==> config.mk <==
export PLATFORM = sky130hd
export DESIGN_NAME = imem_loader_flat
export DESIGN_NICKNAME = d
export VERILOG_FILES = /design/src/rtl/imem_loader_if.sv /design/src/rtl/imem_loader.sv /design/src/flat_wrapper.sv
export SDC_FILE = /design/constraint.sdc
export NUM_CORES = 1
export LEC_CHECK = 0
export CAP_MARGIN = 15
export CORE_MARGIN = 1.5
export CORE_UTILIZATION = 37
export DETAILED_ROUTE_END_ITERATION = 7
export GPL_TIMING_DRIVEN = 0
export HOLD_SLACK_MARGIN = 0.15
export PLACE_DENSITY_LB_ADDON = 0.15
export RECOVER_POWER = 100
export SLEW_MARGIN = 20
export SYNTH_ARGS = -nofsm -noshare
export SYNTH_HDL_FRONTEND = slang
export SYNTH_SLANG_ARGS = --single-unit
export TNS_END_PERCENT = 20
==> constraint.sdc <==
create_clock -name clk -period 2.5 [get_ports clk]
set_input_delay 0.625 -clock clk [delete_from_list [all_inputs] [get_ports clk]]
set_output_delay 0.625 -clock clk [all_outputs]
set_load 0.02 [all_outputs]
==> src/rtl/imem_loader_if.sv <==
`default_nettype none
// ============================================================================
//  Module      : imem_loader_if
//  Description : Byte-stream input and instruction-RAM write port of the
//                instruction memory loader, grouped as one bundle.
//                master : loader side. It consumes the byte stream and drives
//                         the RAM write port.
//                slave  : environment side. It sources the byte stream and
//                         observes the RAM write port.
//  Signals     : byte_in[7:0], byte_valid, byte_ready,
//                we, waddr[31:0] (byte address), wdata[31:0]
//  Revision    : 1.0 - initial release
// ============================================================================
interface imem_loader_if;
    logic [7:0]  byte_in;
    logic        byte_valid;
    logic        byte_ready;
    logic        we;
    logic [31:0] waddr;
    logic [31:0] wdata;

    modport master (
        input  byte_in,
        input  byte_valid,
        output byte_ready,
        output we,
        output waddr,
        output wdata
    );

    modport slave (
        output byte_in,
        output byte_valid,
        input  byte_ready,
        input  we,
        input  waddr,
        input  wdata
    );
endinterface
`default_nettype wire

==> src/rtl/imem_loader.sv <==
`default_nettype none
// ============================================================================
//  Module      : imem_loader
//  Description : Writer side of the instruction memory. It packs a program
//                byte stream little-endian into 32-bit words and writes each
//                word to word-aligned byte addresses of the instruction RAM.
//                The core is held in reset until a complete image is loaded.
//  Ports       : clk, rst_n      clock, asynchronous active-low reset
//                start, len      begin a load of len words (legal 1..DEPTH)
//                abort           cancel the load in progress
//                bus (master)    byte stream in, RAM write port out
//                cpu_hold        holds the core in reset while high
//                done            load completed successfully
//                error           last start carried an illegal len
//                checksum        sum mod 256 of bytes accepted since start
//  Revision    : 1.0 - initial release
// ============================================================================
module imem_loader #(
    parameter int DEPTH  = 64,
    parameter int ADDR_W = 6
) (
    input  wire logic              clk,
    input  wire logic              rst_n,
    input  wire logic              start,
    input  wire logic [ADDR_W:0]   len,
    input  wire logic              abort,
    imem_loader_if.master          bus,
    output logic                   cpu_hold,
    output logic                   done,
    output logic                   error,
    output logic [7:0]             checksum
);

    localparam logic [ADDR_W:0]   c_DEPTH    = (ADDR_W+1)'(DEPTH);
    localparam logic [ADDR_W:0]   c_LEN_ONE  = (ADDR_W+1)'(1);
    localparam logic [ADDR_W-1:0] c_IDX_ONE  = ADDR_W'(1);

    typedef enum logic [2:0] {
        S_IDLE  = 3'd0,
        S_LOAD  = 3'd1,
        S_WRITE = 3'd2,
        S_DONE  = 3'd3,
        S_ERR   = 3'd4
    } state_t;

    state_t            r_state;
    logic [ADDR_W-1:0] r_word_idx;
    logic [1:0]        r_byte_cnt;
    logic [ADDR_W:0]   r_len;

    logic w_len_ok;
    logic w_xfer;
    logic w_last_word;

    assign w_len_ok    = (len != '0) && (len <= c_DEPTH);
    // byte_ready is itself a registered decode of S_LOAD, so the handshake
    // can only complete while loading.
    assign w_xfer      = bus.byte_valid && bus.byte_ready;
    assign w_last_word = ({1'b0, r_word_idx} == (r_len - c_LEN_ONE));

    always_ff @(posedge clk or negedge rst_n) begin
        if (!rst_n) begin
            r_state        <= S_IDLE;
            r_word_idx     <= '0;
            r_byte_cnt     <= '0;
            r_len          <= '0;
            bus.byte_ready <= 1'b0;
            bus.we         <= 1'b0;
            bus.waddr      <= '0;
            bus.wdata      <= '0;
            cpu_hold       <= 1'b1;
            done           <= 1'b0;
            error          <= 1'b0;
            checksum       <= '0;
        end else begin
            // The write enable is a single-cycle pulse raised only on entry
            // to S_WRITE.
            bus.we <= 1'b0;

            case (r_state)
                S_IDLE, S_DONE, S_ERR: begin
                    if (start) begin
                        done <= 1'b0;
                        if (w_len_ok) begin
                            r_state        <= S_LOAD;
                            r_len          <= len;
                            r_word_idx     <= '0;
                            r_byte_cnt     <= '0;
                            checksum       <= '0;
                            error          <= 1'b0;
                            cpu_hold       <= 1'b1;
                            bus.byte_ready <= 1'b1;
                        end else begin
                            // cpu_hold is left alone: a bad request must not
                            // disturb a core that is already running.
                            r_state        <= S_ERR;
                            error          <= 1'b1;
                            bus.byte_ready <= 1'b0;
                        end
                    end
                end

                S_LOAD: begin
                    if (abort) begin
                        // Abort wins over a simultaneous handshake; the
                        // partial word is simply dropped.
                        r_state        <= S_IDLE;
                        bus.byte_ready <= 1'b0;
                    end else if (w_xfer) begin
                        bus.wdata[8*r_byte_cnt +: 8] <= bus.byte_in;
                        checksum   <= checksum + bus.byte_in;
                        r_byte_cnt <= r_byte_cnt + 2'd1;
                        if (r_byte_cnt == 2'd3) begin
                            r_state        <= S_WRITE;
                            bus.byte_ready <= 1'b0;
                            bus.we         <= 1'b1;
                            bus.waddr      <= {{(30-ADDR_W){1'b0}}, r_word_idx, 2'b00};
                        end
                    end
                end

                S_WRITE: begin
                    if (abort) begin
                        r_state        <= S_IDLE;
                        bus.byte_ready <= 1'b0;
                    end else if (w_last_word) begin
                        r_state  <= S_DONE;
                        done     <= 1'b1;
                        cpu_hold <= 1'b0;
                    end else begin
                        r_state        <= S_LOAD;
                        r_word_idx     <= r_word_idx + c_IDX_ONE;
                        r_byte_cnt     <= '0;
                        bus.byte_ready <= 1'b1;
                    end
                end

                default: begin
                    r_state        <= S_IDLE;
                    bus.byte_ready <= 1'b0;
                end
            endcase
        end
    end

endmodule
`default_nettype wire

==> src/flat_wrapper.sv <==
// flat-port wrapper written by rule: the top's interface ports become plain ports
module imem_loader_flat 
#(
    parameter int DEPTH  = 64,
    parameter int ADDR_W = 6
)
  (clk, rst_n, start, len, abort, cpu_hold, done, error, checksum, bus_byte_in, bus_byte_valid, bus_byte_ready, bus_we, bus_waddr, bus_wdata);
  imem_loader_if bus_i ();
  input  wire logic clk;
  input  wire logic rst_n;
  input  wire logic start;
  input  wire logic [ADDR_W:0] len;
  input  wire logic abort;
  output logic cpu_hold;
  output logic done;
  output logic error;
  output logic [7:0] checksum;
  input wire logic [$bits(bus_i.byte_in)-1:0] bus_byte_in;
  input wire logic [$bits(bus_i.byte_valid)-1:0] bus_byte_valid;
  output wire logic [$bits(bus_i.byte_ready)-1:0] bus_byte_ready;
  output wire logic [$bits(bus_i.we)-1:0] bus_we;
  output wire logic [$bits(bus_i.waddr)-1:0] bus_waddr;
  output wire logic [$bits(bus_i.wdata)-1:0] bus_wdata;
  assign bus_i.byte_in = bus_byte_in;
  assign bus_i.byte_valid = bus_byte_valid;
  assign bus_byte_ready = bus_i.byte_ready;
  assign bus_we = bus_i.we;
  assign bus_waddr = bus_i.waddr;
  assign bus_wdata = bus_i.wdata;
  imem_loader #(.DEPTH(DEPTH), .ADDR_W(ADDR_W)) u_core (.clk(clk), .rst_n(rst_n), .start(start), .len(len), .abort(abort), .bus(bus_i), .cpu_hold(cpu_hold), .done(done), .error(error), .checksum(checksum));
endmodule
Word-level counts from Yosys, hierarchy flattened
Cells that the tools add are included.
W data, S select, Z words.
Storage, ports and cells
  register bits: 69
  logic and storage cells: 104
  output and inout port bits: 77
Operators by class
  shift-type cells: 2
  reductions and logical operators: 19
  muxes and demuxes: 48
  equal/unequal tests: 16
  $add $sub $neg: 5
  order comparisons: 1
  bitwise logic cells: 1
Operators with widths (count)
  $neg A5 Y34: 1
  $shift A8 B34 Y32 const A: 1
  $shiftx A8 B34 Y32: 1
  $bwmux W32: 1
  $mux W8: 4
  $mux W6: 4
  $mux W1: 19
  $mux W3: 6
  $pmux W8 S2: 1
  $reduce_and A5 Y1: 3
  $mux W2: 7
  $pmux W6 S2: 1
  $reduce_and A4 Y1: 3
  $pmux W3 S3: 1
  $reduce_and A3 Y1: 3
  $add A8 B8 Y8: 1
  $ne A2 B2 Y1 const B: 4
  $eq A6 B7 Y1: 1
  $le A7 B7 Y1 const B: 1
  $reduce_and A7 Y1: 1
  $reduce_bool A7 Y1: 1
  $sub A7 B1 Y7 const B: 1
  $add A6 B1 Y6 const B: 1
  $eq A3 B2 Y1 const B: 2
  17 further kinds: 23

Depth between registers and ports, before layout
Gate-level depths: netlist of run 1.
  depth in word-level cells: 5
  mapped depth: 10
  mapped depth without buffers: 8

Worst setup path after synthesis of run 1
No wires, ideal clock.
  path type: in2reg
  start: input port len[1]
  end: register u_core.r_word_idx[0]
  stages on the path: 6
  setup time: 0.125 ns
  data arrival time: 2.295 ns
  setup slack: 0.080 ns
  data required time: 2.375 ns
  cells stage by stage: or4_4 > or4_4 > a31o_4 > nand2_4 > nor2_2 > mux2_4
On the way
  cells in the longest elaborated chain, start to end: 4
  elaborated cells on any way between the ends: 5
  classes of those cells: 1 x order compare; 1 x eq/ne; 3 x reduce/logical
RTL lines
  start: declaration: RTL line flat_wrapper.sv:12  | input wire logic [ADDR_W:0] len;
  $le A7 B7 Y1 or $reduce_bool A7 Y1 (tied branches): RTL line imem_loader.sv:55  | assign w_len_ok = (len != '0) && (len <= c_DEPTH);
  $logic_and A1 B1 Y1 (*): RTL line imem_loader.sv:55
  $ne A2 B1 Y1 (no line) (*)
  $reduce_and A5 Y1 (no line) (*)
  end signal: assignment: RTL line imem_loader.sv:132  | r_word_idx <= r_word_idx + c_IDX_ONE;
  end: declaration: RTL line imem_loader.sv:47  | logic [ADDR_W-1:0] r_word_idx;
Mark *: on every way between the ends. The rest lies on a longest branch, timed or not.
A chain may end at the register's enable or synchronous reset.

Worst setup path in the final report of run 1
  start: input port len[2]
  end: register u_core.r_word_idx[0]
The elaborated chain is that of the path after synthesis.

==> results of run 1 <==
## area by class of cell
type	count	area (sq um)	area share
multi-input combinational	322	1932	0.3809
sequential	69	1729	0.3409
timing repair buffer	73	745.7	0.1470
buffer	40	276.5	0.05451
tap	133	166.4	0.03281
clock buffer	9	123.9	0.02442
clock inverter	7	50.05	0.009867
inverter	13	48.80	0.009620
## worst paths after layout
kind	from	end	slack [ns]	cells past startpoint
setup / recovery	len[2]	u_core.r_word_idx[0]	0.02	7
max in group asynchronous	rst_n	u_core.r_len[0]	0.69	1
hold reg to reg	u_core.bus.wdata[0]	u_core.bus.wdata[0]	0.48	2
setup reg to reg	u_core.r_len[0]	u_core.r_word_idx[5]	0.15	10
hold / removal	u_core.bus.wdata[0]	u_core.bus.wdata[0]	0.48	2
min in group asynchronous	rst_n	u_core.bus.wdata[10]	0.70	1
## routing by layer
| metal | global-route usage | share of wire | routed length [um] | up-vias |
|---|---|---|---|---|
| li1 | - | - | - | 1606 |
| met1 | 0.2234 | 0.45 | 4187 | 1507 |
| met2 | 0.3017 | 0.50 | 4637 | 75 |
| met3 | 0.03805 | 0.039 | 357 | 11 |
| met4 | 0.05577 | 0.0086 | 80 | 0 |
| met5 | 0 | 0 | 0 | - |
## flip-flops by register name, summed over array words and instances, names as in the netlist
name,count
u_core.bus.byte_ready,1
u_core.done,1
u_core.r_state,3
u_core.error,1
u_core.r_len,7
u_core.r_byte_cnt,2
u_core.bus.waddr,6
u_core.bus.wdata,32
u_core.cpu_hold,1
u_core.r_word_idx,6
u_core.checksum,8
u_core.bus.we,1
## power by group through the flow
stage / Sequential [uW] / Clock (uW) / Combinational, uW
floorplan: 1580 / 0 / 742
global route: 1480 / 910 / 1540
detailed placement: 1470 / 0 / 1350
CTS: 1450 / 868 / 1380
global placement: 1460 / 0 / 1320
finish: 1440 / 828 / 1380
## what timing repair did
| action | 4_1_cts | 5_1_grt |
|---|---|---|
| endpoints found under the setup margin | 16 | 34 |
| pin swaps | 1 | 10 |
| cloned | 0 | 0 |
| gates resized for setup | 9 | 21 |
| buffers inserted | 0 | 2 |
## cells by family after synthesis
family                     Yosys count  synth area share
AOI/OAI and AO/OA                   95            0.1582
xor gates and xnor gates            13           0.02980
adders and majority gates           16           0.05436
buffers and inverters               53           0.08317
DFF                                 69            0.4522
muxes                                8           0.02423
other                                1         0.0009814
and+or+nand+nor                    164            0.1971
## stage by stage
stage / TNS [ns] / instance area (sq um) / util / cells
global placement: -121.53 / 4782 / 0.4826 / 647
global route: -0.01501 / 5072 / 0.5119 / 666
CTS: -0.08831 / 4982 / 0.5028 / 664
detailed placement: -11.37 / 4800 / 0.4843 / 648
floorplan: 0 / 3915 / - / 444
finish: 0 / 5072 / 0.5119 / 666
## critical path, delay by kind of cell
| kind | cells | cell delay (ns) |
|---|---|---|
| AND/OR/NAND/NOR | 4 | 1.10 |
| buffers and inverters | 1 | 0.42 |
| multiplexers | 1 | 0.28 |
| AO/OA/AOI/OAI | 1 | 0.28 |
## cells in the mapped netlist (2+ instances only)
library cell / count / area share
or3_1: 5 / 0.0082
a211oi_1: 3 / 0.0059
xnor2_1: 4 / 0.0092
buf_6: 2 / 0.0059
clkbuf_1: 7 / 0.0069
inv_1: 13 / 0.013
mux2_2: 6 / 0.018
a21o_1: 2 / 0.0039
a21boi_0: 3 / 0.0059
o22ai_1: 2 / 0.0033
nand2b_1: 3 / 0.0049
buf_2: 5 / 0.0065
or2_2: 2 / 0.0033
nor2b_1: 3 / 0.0049
o31ai_1: 9 / 0.018
ha_1: 15 / 0.049
dfrtp_1: 68 / 0.45
nand2_1: 101 / 0.099
o21ai_0: 53 / 0.069
nor2_1: 11 / 0.011
nor3_1: 10 / 0.013
or4_4: 2 / 0.0059
nand3b_1: 3 / 0.0059
buf_4: 26 / 0.051
a21oi_1: 9 / 0.012
o21bai_1: 2 / 0.0039
nor3b_1: 4 / 0.0079
xor2_1: 9 / 0.021
nor2_2: 2 / 0.0033
and3_1: 2 / 0.0033
nand3_1: 8 / 0.010
==> impl_results.md, run 1 <==
* Unrepaired setup endpoints after global routing: true
* Fin. max-slew vios at 31
* Critical Path Fanout Max at 3
* Placement Setup Slack at -0.7060 ns
* Total GRT Usage at 0.1768
* Max IR drop VDD at 0.0004326 V
* Slew @ Worst Pin at 1.700 ns
* Crit path launch type: input pin
* Share of layout cells above drive strength 1 at 0.1538
* Clk slew on worst S/H paths at 0.08 ns
* Post-synth top flop: dfrtp_1
* Setup violators final at 0
* Clock power frac at 0.227
* Total grt overflow at 0
* H-tree depth at 3
* Mapped cell area at 3821 sq um
* Routed Antenna Nets at 0
* Number of global-route vias before repair at 3076
* CP dominant cell by count: or4_4
* Area Growth Syn to Fin at 32.74%
* Ant. Diodes at 0
* Max stage delay cell, worst path: or4_4
* Worst Skew at 0.01074 ns
* Hold slack final at 0.4772 ns
* DRT iter0 DRCs at 81
* Ports at 97
* Site Rows at 36
* Register share of total power at 0.395
* Number of synthesized flops with an enable pin at 0
* PnR worst setup slack at 0.02169 ns
* Clk sinks at 69
* Root Buffer: clkbuf_8
* Crit path capture type: flop
* Hold Fails Final Rpt at 0
* DR vias/cell at 4.803
* Achievable Freq at 0.4035 GHz
* WL final at 9264 um
* Core ar. at 9910 sq um
* Number of fill cells at 970
* Crit path DAT at 2.71 ns
* First-pass GRT wire length at 15460 um
* Final Power at 3652 uW
* Total CTS buffers at 9
* Initial antenna violation count at 0
* IO Port Bufs at 70
* Slew HR at -0.1334
* Largest net degree at the start of global routing at 40
* Synthesized instance count at 419
* Initial core utilization at 0.3856
* Synthesized flop and latch total at 69
* Critical-path cell list: clkdlybuf4s50_1 > or4_4 > or4_4 > a31o_4 > nand2_4 > nor2_2 > mux2_4
* Drt pass-1 iters at 4
* CTS tree: done
* Avg WL per Cell at 13.91 um
* Required @ worst endpoint at 2.74 ns
* Tmin final at 2.478 ns
* Max Cap Violations at 1
* Int Power at 2239 uW
* Pwr per Cell Area at 720.0 nW/um^2
* Combinational power share at 0.378
* Final net count at 564
* Die Ht at 104.6 um
* Syn Area/Cell at 9.120 sq um
* Crit Path Category: in -> reg
* DR DRC count at 0
* Part of the cycle the worst path needs at 0.9913
* Die width at 104.6 um
* Worst skew pair latency at 0.36 ns
* Synth cell types at 56
* Detailed-route via count at 3199
* Most frequent cells in the layout: nand2_1 (100), dfrtp_1 (67), dlygate4sd3_1 (51)
* Die ar. at 10950 sq um
* CP peak stage delay at 0.52 ns
* HPWL after detailed placement at 6817 um
* Worst min path class: reg -> reg
* YS warnings at 0
* Switch share at 0.3870
* P_sw at 1413 uW
* Most common cell after layout, fill and taps aside: nand2_1
* Violated checks: capacitance limit, slew limit
* Async SR Flop Fraction at 1.000
* GP Congestion at 0.7858
* # hold bufs at CTS at 0
* Pleak at 0.002435 uW
* Max clock buf depth at 2
* Status: finished with violations
* Post-synthesis sequential area ratio at 0.4522
No activity file was read; power rests on OpenSTA's default activity.
==> run 2: changes to the inputs <==
- SKIP_CTS_REPAIR_TIMING: not set -> 1
==> impl_results.md, run 2 (synthesis results as in run 1) <==
* Combinational power share at 0.377 (about the same)
* Detailed-route via count at 3188 (-0.34%)
* Unrepaired setup endpoints after global routing: true
* Violated checks: capacitance limit, slew limit
* Routed Antenna Nets at 0 (unchanged)
* Final instance area at 5076 sq um (about the same)
* Die width at 104.6 um (unchanged)
* Hold Fails Final Rpt at 0 (unchanged)
* H-tree depth at 3 (unchanged)
* Largest registers: u_core.bus.wdata: 32 flops, u_core.checksum: 8 flops, u_core.r_len: 7 flops
* Part of the cycle the worst path needs at 0.9889 (-0.002473)
* Initial antenna violation count at 0 (unchanged)
* GP Congestion at 0.7858 (unchanged)
* Fin cells at 666 (unchanged)
* Slew HR at -0.1355 (-0.002142)
* Root Buffer: clkbuf_8
* HPWL after detailed placement at 6817 um (unchanged)
* Total grt overflow at 0 (unchanged)
* Crit path launch type: input pin
* Fin. max-slew vios at 31 (unchanged)
* Largest net degree at the start of global routing at 40 (unchanged)
* HP Start: u_core.bus.wdata[31]
* Max IR drop VDD at 0.0004327 V (about the same)
* Clk sinks at 69 (unchanged)
* Setup violators final at 0 (unchanged)
* Core ar. at 9910 sq um (unchanged)
* Worst Reg-to-Reg Cells at 10 (unchanged)
* Crit path DAT at 2.76 ns (+0.05 ns)
* R2r setup slk at 0.14 ns (about the same)
* Final net count at 564 (unchanged)
* Die Ht at 104.6 um (unchanged)
* Largest Register: u_core.bus.wdata
* DR vias/cell at 4.787 (-0.34%)
* R2r endpoint: u_core.r_word_idx[5]
* IO Port Bufs at 70 (unchanged)
* Critical Path Fanout Max at 7 (+4)
* Worst skew pair latency at 0.36 ns (about the same)
* Int Power at 2233 uW (-0.27%)
* Register share of total power at 0.395 (about the same)
* Number of global-route vias before repair at 3069 (-0.23%)
* Area Growth Syn to Fin at 32.84% (about the same)
* Worst min path class: reg -> reg
* Drt pass-1 iters at 4 (unchanged)
* WL final at 9294 um (+0.32%)
* P_sw at 1423 uW (+0.65%)
* Crit path capture type: flop
* Ant. Diodes at 0 (unchanged)
* First-pass GRT wire length at 15370 um (-0.58%)
* CTS tree: done
* Required @ worst endpoint at 2.79 ns (+0.05 ns)
* Worst r2r src: u_core.r_len[0]
* Pwr per Cell Area at 720.1 nW/um^2 (about the same)
* Clk slew on worst S/H paths at 0.08 ns (about the same)
* Share of layout cells above drive strength 1 at 0.1557 (+0.001876)
* DR DRC count at 0 (unchanged)
* Most common cell after layout, fill and taps aside: nand2_1
* Ports at 97 (unchanged)
* Clock power frac at 0.228 (about the same)
* Slew @ Worst Pin at 1.703 ns (+0.003213 ns)
* Die ar. at 10950 sq um (unchanged)
* Tmin final at 2.472 ns (-0.006182 ns)
* Area after DPL at 4800 sq um (unchanged)
* Max Cap Violations at 1 (unchanged)
* Avg WL per Cell at 13.95 um (+0.32%)
* Final Power at 3656 uW (about the same)
* WHS Path Cells at 2 (unchanged)
* Hold EP: u_core.bus.wdata[31]
* Crit Path Category: in -> reg
* DRT iter0 DRCs at 66 (-19%)
* Number of fill cells at 968 (-0.21%)
* Max clock buf depth at 2 (unchanged)
* Most frequent cells in the layout: nand2_1 (100), dfrtp_1 (67), dlygate4sd3_1 (51)
* Total CTS buffers at 9 (unchanged)
* Pleak at 0.002446 uW (+0.45%)
* Initial core utilization at 0.3856 (unchanged)
* Status: finished with violations
* Placed cell count at 648 (unchanged)
* Achievable Freq at 0.4045 GHz (+0.25%)
* Switch share at 0.3892 (+0.002182)
* Total GRT Usage at 0.1759 (-0.0009348)
* Number of flip-flops under the largest register name at 32 (unchanged)
* Site Rows at 36 (unchanged)
* Worst Skew at 0.01056 ns (-0.0001832 ns)
## run 2: changes by cell type in the layout (fill, tap and decap cells not counted), sizes merged
cell,change
dlymetal6s2s,+2
dlygate4sd2,-2
## run 2: through the flow
stage	TNS, ns	util	hold WS [ns]	setup slack, ns
4_1_cts	-0.7514	0.5019	0.1976	-0.3520
3_3_place_gp	-121.53	0.4826	0.4618	-1.620
3_5_place_dp	-11.37	0.4843	0.4706	-0.7060
5_1_grt	-0.02731	0.5122	0.5002	-0.01230
2_1_floorplan	0	-	0.3294	0.08015
6_report	0	0.5122	0.4779	0.02787
## run 2: power groups by stage
stage	Combinational, uW	Clock [uW]	Sequential (uW)
after floorplan	742	0	1580
after global placement	1320	0	1460
after detailed placement	1350	0	1470
after CTS	1360	868	1450
after global routing	1540	910	1480
final	1380	835	1440
## run 2: worst max-delay path by stage
| stage | from | endpoint | cells past startpoint |
|---|---|---|---|
| after CTS | bus_byte_in[1] | u_core.checksum[7] | 8 |
| after detailed placement | bus_byte_in[1] | u_core.checksum[7] | 8 |
| after global routing | bus_byte_in[2] | u_core.checksum[7] | 8 |
| after global placement | rst_n | u_core.error | 1 |
| after floorplan | len[1] | u_core.r_word_idx[0] | 6 |
| final | len[2] | u_core.r_word_idx[4] | 8 |
## run 2: routing by layer
layer  wire (um)  share of wire  global-route usage  up-vias
li1            -              -                   -     1604
met1        4204           0.45              0.2218     1494
met2        4576           0.49              0.3003       76
met3         374          0.040             0.03805       14
met4         140          0.015             0.05577        0
met5           0              0                   0        -
## run 2: layout make-up
| type | instances | area [sq um] | share of cell area |
|---|---|---|---|
| flip-flops and latches | 69 | 1729 | 0.3406 |
| clock buffers | 9 | 123.9 | 0.02440 |
| inverters | 13 | 48.80 | 0.009613 |
| clock inverters | 7 | 50.05 | 0.009859 |
| multi-input cells | 322 | 1937 | 0.3816 |
| well taps | 133 | 166.4 | 0.03278 |
| repair buffers | 73 | 740.7 | 0.1459 |
| plain buffers | 40 | 280.3 | 0.05521 |
## run 2: critical path: stages
cell and delay, ns:
clkdlybuf4s50_1 0.42, or4_4 0.46, o31ai_4 0.28, a31o_4 0.22, nand2_4 0.05, buf_4 0.15
or4_4 0.42, a21oi_2 0.13
